--- src/rtl/traffic_pkg.sv ---
// rtl/traffic_pkg.sv - shared types, constants and arbitration helper for the intersection blocks
package traffic_pkg;

    typedef enum logic [1:0] {
        ST_IDLE   = 2'd0,
        ST_GNT_NS = 2'd1,
        ST_GNT_EW = 2'd2,
        ST_CLEAR  = 2'd3
    } state_t;

    localparam logic DIR_NS = 1'b0;
    localparam logic DIR_EW = 1'b1;

    localparam logic [2:0] RED    = 3'b100;
    localparam logic [2:0] YELLOW = 3'b010;
    localparam logic [2:0] GREEN  = 3'b001;

    localparam int DEF_CW        = 8;
    localparam int DEF_DEBOUNCE  = 3;
    localparam int DEF_MINGRANT  = 10;
    localparam int DEF_MAXGRANT  = 60;
    localparam int DEF_CLEARTIME = 3;

    typedef struct packed {
        logic grant;
        logic dir;
    } arb_t;

    // Round-robin: a tie goes to the direction that was not granted last.
    function automatic arb_t arbitrate(input logic valid_ns, input logic valid_ew,
                                       input logic last_grant);
        arb_t r;
        r.grant = valid_ns | valid_ew;
        if (valid_ns && valid_ew) begin
            r.dir = ~last_grant;
        end else if (valid_ns) begin
            r.dir = DIR_NS;
        end else begin
            r.dir = DIR_EW;
        end
        return r;
    endfunction

endpackage

--- src/rtl/emg_req_filter.sv ---
// rtl/emg_req_filter.sv - two-flop synchroniser plus saturating debounce for one request
//
// Ports:
//   clk, rst_n : clock, synchronous active-low reset
//   req        : raw asynchronous request
//   sync       : synchronised request (second flop)
//   ok         : synchronised request has been high DEBOUNCE consecutive cycles
module emg_req_filter #(
    parameter int CW       = 8,
    parameter int DEBOUNCE = 3
) (
    input  logic clk,
    input  logic rst_n,
    input  logic req,
    output logic sync,
    output logic ok
);

    logic          meta;
    logic          sync_q;
    logic [CW-1:0] cnt;

    always_ff @(posedge clk) begin
        if (!rst_n) begin
            meta   <= 1'b0;
            sync_q <= 1'b0;
            cnt    <= '0;
        end else begin
            meta   <= req;
            sync_q <= meta;
            if (!sync_q) begin
                cnt <= '0;
            end else if (cnt != CW'(DEBOUNCE)) begin
                cnt <= cnt + 1'b1;
            end
        end
    end

    assign sync = sync_q;
    assign ok   = (cnt == CW'(DEBOUNCE));

endmodule

--- src/rtl/emg_preempt_arbiter.sv ---
// rtl/emg_preempt_arbiter.sv - emergency preemption arbiter with min/max grant and all-red clearance
//
// Ports:
//   clk, rst_n         : clock, synchronous active-low reset
//   req_n_s, req_e_w   : raw emergency requests (asynchronous)
//   emg_n_s, emg_e_w   : mutually exclusive preemption outputs
//   clr_active         : all-red clearance interval in progress
//   lock_n_s, lock_e_w : direction timed out, locked until its request drops
//   busy               : arbiter not idle
module emg_preempt_arbiter
    import traffic_pkg::*;
#(
    parameter int CW        = DEF_CW,
    parameter int DEBOUNCE  = DEF_DEBOUNCE,
    parameter int MINGRANT  = DEF_MINGRANT,
    parameter int MAXGRANT  = DEF_MAXGRANT,
    parameter int CLEARTIME = DEF_CLEARTIME
) (
    input  logic clk,
    input  logic rst_n,
    input  logic req_n_s,
    input  logic req_e_w,
    output logic emg_n_s,
    output logic emg_e_w,
    output logic clr_active,
    output logic lock_n_s,
    output logic lock_e_w,
    output logic busy
);

    state_t        state;
    logic [CW-1:0] timer;
    logic          last_grant;
    logic          lock_ns_q;
    logic          lock_ew_q;

    logic sync_ns, sync_ew;
    logic ok_ns, ok_ew;

    emg_req_filter #(.CW(CW), .DEBOUNCE(DEBOUNCE)) u_filt_ns (
        .clk   (clk),
        .rst_n (rst_n),
        .req   (req_n_s),
        .sync  (sync_ns),
        .ok    (ok_ns)
    );

    emg_req_filter #(.CW(CW), .DEBOUNCE(DEBOUNCE)) u_filt_ew (
        .clk   (clk),
        .rst_n (rst_n),
        .req   (req_e_w),
        .sync  (sync_ew),
        .ok    (ok_ew)
    );

    logic          valid_ns, valid_ew;
    arb_t          arb;
    logic          min_hit, max_hit, clr_done;
    logic          rel_ns, rel_ew;
    logic          set_lock_ns, set_lock_ew;
    logic [CW-1:0] timer_inc;
    state_t        grant_state;

    assign valid_ns    = ok_ns & ~lock_ns_q;
    assign valid_ew    = ok_ew & ~lock_ew_q;
    assign arb         = arbitrate(valid_ns, valid_ew, last_grant);
    assign grant_state = (arb.dir == DIR_NS) ? ST_GNT_NS : ST_GNT_EW;

    assign min_hit  = (timer >= CW'(MINGRANT - 1));
    assign max_hit  = (timer >= CW'(MAXGRANT - 1));
    assign clr_done = (timer == CW'(CLEARTIME - 1));

    // A request that drops only ends the grant once the minimum time is served;
    // the timeout ends it regardless.
    assign rel_ns = (min_hit & ~ok_ns) | max_hit;
    assign rel_ew = (min_hit & ~ok_ew) | max_hit;

    assign set_lock_ns = (state == ST_GNT_NS) & max_hit;
    assign set_lock_ew = (state == ST_GNT_EW) & max_hit;

    assign timer_inc = (timer == '1) ? timer : timer + 1'b1;

    always_ff @(posedge clk) begin
        if (!rst_n) begin
            state      <= ST_IDLE;
            timer      <= '0;
            last_grant <= DIR_EW;
            lock_ns_q  <= 1'b0;
            lock_ew_q  <= 1'b0;
        end else begin
            // Dropping the request releases the lock, even on a timeout edge.
            if (!sync_ns) begin
                lock_ns_q <= 1'b0;
            end else if (set_lock_ns) begin
                lock_ns_q <= 1'b1;
            end
            if (!sync_ew) begin
                lock_ew_q <= 1'b0;
            end else if (set_lock_ew) begin
                lock_ew_q <= 1'b1;
            end

            case (state)
                ST_IDLE: begin
                    if (arb.grant) begin
                        state      <= grant_state;
                        last_grant <= arb.dir;
                        timer      <= '0;
                    end else begin
                        timer <= timer_inc;
                    end
                end
                ST_GNT_NS: begin
                    if (rel_ns) begin
                        state <= ST_CLEAR;
                        timer <= '0;
                    end else begin
                        timer <= timer_inc;
                    end
                end
                ST_GNT_EW: begin
                    if (rel_ew) begin
                        state <= ST_CLEAR;
                        timer <= '0;
                    end else begin
                        timer <= timer_inc;
                    end
                end
                ST_CLEAR: begin
                    if (clr_done) begin
                        timer <= '0;
                        if (arb.grant) begin
                            state      <= grant_state;
                            last_grant <= arb.dir;
                        end else begin
                            state <= ST_IDLE;
                        end
                    end else begin
                        timer <= timer_inc;
                    end
                end
                default: begin
                    state <= ST_IDLE;
                    timer <= '0;
                end
            endcase
        end
    end

    assign emg_n_s    = (state == ST_GNT_NS);
    assign emg_e_w    = (state == ST_GNT_EW);
    assign clr_active = (state == ST_CLEAR);
    assign busy       = (state != ST_IDLE);
    assign lock_n_s   = lock_ns_q;
    assign lock_e_w   = lock_ew_q;

endmodule

--- config.mk ---
export PLATFORM = sky130hd
export DESIGN_NAME = emg_preempt_arbiter
export DESIGN_NICKNAME = d
export VERILOG_FILES = /design/src/rtl/traffic_pkg.sv /design/src/rtl/emg_req_filter.sv /design/src/rtl/emg_preempt_arbiter.sv
export SDC_FILE = /design/constraint.sdc
export NUM_CORES = 1
export LEC_CHECK = 0
export CORE_MARGIN = 3
export CORE_UTILIZATION = 52
export DETAILED_ROUTE_END_ITERATION = 10
export PLACE_DENSITY = 0.73
export SLEW_MARGIN = 20
export SYNTH_ARGS = -nofsm -noshare
export SYNTH_HDL_FRONTEND = slang
export SYNTH_SLANG_ARGS = --single-unit
--- constraint.sdc ---
create_clock -name clk -period 2.2 [get_ports clk]
set_input_delay 0.66 -clock clk [delete_from_list [all_inputs] [get_ports clk]]
set_output_delay 0.66 -clock clk [all_outputs]
set_load 0.03 [all_outputs]
==> reports/metrics.yaml <==
yosys_warnings: 0
met2_length_mm: 1.73
criticalPathCategory: "register to register"
cts.htree.levels: 2
postSynthAreaPerCell_um2: 8.88
floorplan.initialDensity_pct: 56.3
avgViaCountPerCell: 5.55
numCtsBuffers: 5
routed_wl_mm: 3.33
core-area_mm2: 0.00285
final_core_util_pct: 70.0
rsz0062_at_grt: "yes"
detailedPlacementHpwl_mm: 2.57
antenna_cells_inserted: 0
whs_ps: 440
cp_num_buf_inv: 0
static-leakage-power_nw: 0.813
maxCapViolCount: 0
top_layer: "met4"
synthToLayoutAreaGrowth_pct: 24.4
finalWorstPathRequiredPeriod_ps: 2300
finalMaxSlewViolations: 0
grt_pass1_vias: 1370
synthAdderAreaFrac_pct: 8.57
final_hold_viol_count: 0
io_pins: 10
vias: 1377
multi_input_area_um2: 970
synth_enable_flop_cells: 0
cp.arrival_ps: 2560
critPathLaunch: "u_filt_ew.cnt[1]"
mappedNetlistNets: 196
totalPowerFinal_mw: 1.69
timing.critical_path.slowest_stage_cell: "sky130_fd_sc_hd__or4b_4"
gp_routability_congestion: 0.812
violations: "setup timing"
timing.critical_path.required_ps: 2470
finish.instance_area_mm2: 0.00200
crit_path_cell_trace: "ha_4, or4b_4, or4_4, a31o_4, a221o_2, a211oi_2"
nNetsFinal: 231
first_pass_iters: 4
num_rows: 19
wl_per_cell_um: 13.4
drt_drc_violations_left: 0
seqCellArea_um2: 669
cts.clk_slew.worst_paths_ps: 100
power_density_mw_per_mm2: 848
synth-async-reset-ratio_pct: 0
cts_tree: "built"
synthSimpleGateAreaFrac_pct: 26.7
synth_top_family_by_area: "simple AND/OR/NAND/NOR gates"
critPathMaxFanout: 8
path_delay_family: "simple AND/OR/NAND/NOR gates"
wirelength_met1_mm: 1.42
clkSinkCount: 33
timing.slew.headroom_pct: 69.3
synth_cell_type_count: 38
final_worst_path_cycle_share_pct: 104
clockRootBuffer: "sky130_fd_sc_hd__clkbuf_4"
holdCritStartpoint: "u_filt_ns.meta"
synth_mux_area_share_pct: 0.623
mappedNetlistArea_mm2: 0.00161
cts_hold_buffers: 0
yosys_register_bits: 33
endpoint_kind: "register"
setup-tns-final_ps: -292
compound_gate_portion_of_the_synthesized_area_pct: 10.8
synthCells: 181
routed-wl-met3_um: 114
grt_start_max_net_pins: 11
critical-path-max-stage-delay_ps: 450
startpoint_type: "register"
power.ir.vdd_worst_mv: 0.626
synthXorXnorAreaFrac_pct: 9.81
finalClockSkew_ps: 10.6
floorplan.die.height_um: 61.6
final.fill_count: 229
worstReg2RegStart: "u_filt_ew.cnt[1]"
setup_viol_count_final: 8
most-common-layout-cells: "30 x sky130_fd_sc_hd__nor2_1, 30 x sky130_fd_sc_hd__dfxtp_1, 20 x sky130_fd_sc_hd__buf_4"
drive_gt1_share_pct: 21.7
final_critical_path_setup_slack_ps: -95.3
grt_overflow: 0
drtAntennaViolNets: 0
floorplan.die_area_mm2: 0.00379
postPlaceCellArea_mm2: 0.00192
min_path_type: "register to register"
clk_latency_ps: 350
antenna_violations_before_repair: 0
drt_iter0_drc: 49
portBuffers: 9
maximum_count_of_clock_buffers_along_a_single_path: 2
globalRouteTotalUtil_pct: 20.1
timing.fmax_ghz: 0.436
overall_die_width_um: 61.6
synth_ff_type: "sky130_fd_sc_hd__dfxtp_1"
global_route_wire_length_before_repair_mm: 5.54
run_status: "finished, violations left"
timing_worst_slew_pin_value_ps: 457
synth.yosys.seq_area_share_pct: 41.1
==> worst register-to-register path: stages (launching register included) <==
cell and delay [ps]:
sky130_fd_sc_hd__dfxtp_4 370, sky130_fd_sc_hd__ha_4 120, sky130_fd_sc_hd__or4b_4 450, sky130_fd_sc_hd__or4_4 430
sky130_fd_sc_hd__a31o_4 240, sky130_fd_sc_hd__a221o_2 440, sky130_fd_sc_hd__a211oi_2 170
==> sequential cells by signal, summed over array words and instances, names as in the netlist <==
name,count
u_filt_ns.meta,1
lock_e_w,1
u_filt_ew.sync,1
timer,8
state,2
u_filt_ns.sync,1
lock_n_s,1
u_filt_ew.cnt,8
u_filt_ew.meta,1
last_grant,1
u_filt_ns.cnt,8
==> final cells by class <==
type,count,share of cell area [%]
Inverter,9,1.69
Timing Repair Buffer,29,11.4
Clock buffer,8,2.94
Tap cell,31,1.94
Sequential cell,33,33.5
Multi-Input combinational cell,138,48.5
==> power by group <==
part	internal (mW)	leakage [nW]	switching (mW)	total (mW)
registers	0.637	0.270	0.0378	0.674
logic	0.307	0.511	0.357	0.665
clock network	0.157	0.0326	0.197	0.355
==> kinds of logic after synthesis <==
kind of cell / after synthesis
AND/OR/NAND/NOR: 84
buffers and inverters: 10
AO/OA/AOI/OAI: 24
XOR/XNOR: 18
multiplexers: 1
adder cells (fa/ha/maj): 11
flip-flops: 33
==> worst paths after layout <==
check / to / cells past startpoint / slack [ps]
max: timer[6] / 6 / -100
min reg2reg: u_filt_ns.sync / 1 / 440
min: u_filt_ns.sync / 1 / 440
max reg2reg: timer[6] / 6 / -100
==> timing repair <==
item	CTS	global route
resized for setup	8	7
pin swaps	2	2
gates cloned	0	0
setup buffers	1	0
setup endpoints to repair	14	12
==> stage by stage <==
step	std cells	setup slack (ps)
finish	248	-95.3
CTS	248	-105
global placement	240	-46.5
global route	248	-164
floorplan	181	-73.0
detailed placement	240	-120
==> cell usage after synthesis (2+ instances only) <==
cell | instances | share of area [%]
sky130_fd_sc_hd__dfxtp_1 | 33 | 41
sky130_fd_sc_hd__o21ai_0 | 4 | 1.2
sky130_fd_sc_hd__a31oi_1 | 2 | 0.78
sky130_fd_sc_hd__nand4_1 | 3 | 1.2
sky130_fd_sc_hd__ha_1 | 11 | 8.6
sky130_fd_sc_hd__nand2_1 | 8 | 1.9
sky130_fd_sc_hd__or4_1 | 2 | 0.93
sky130_fd_sc_hd__a21oi_1 | 7 | 2.2
sky130_fd_sc_hd__a211oi_2 | 2 | 1.6
sky130_fd_sc_hd__nor2_1 | 30 | 7.0
sky130_fd_sc_hd__nor3b_1 | 2 | 0.93
sky130_fd_sc_hd__inv_1 | 9 | 2.1
sky130_fd_sc_hd__xnor2_1 | 6 | 3.3
sky130_fd_sc_hd__xor2_1 | 12 | 6.5
sky130_fd_sc_hd__and3_1 | 6 | 2.3
sky130_fd_sc_hd__nor3_1 | 2 | 0.62
sky130_fd_sc_hd__and2_1 | 5 | 1.9
sky130_fd_sc_hd__nand3_1 | 17 | 5.3
==> routing by layer <==
metal	global-route usage, %	up-vias
met5	0	-
met4	11.8	0
met3	5.24	7
met2	35.4	16
met1	21.4	647
li1	-	707
(Power assumes the default switching activity.)
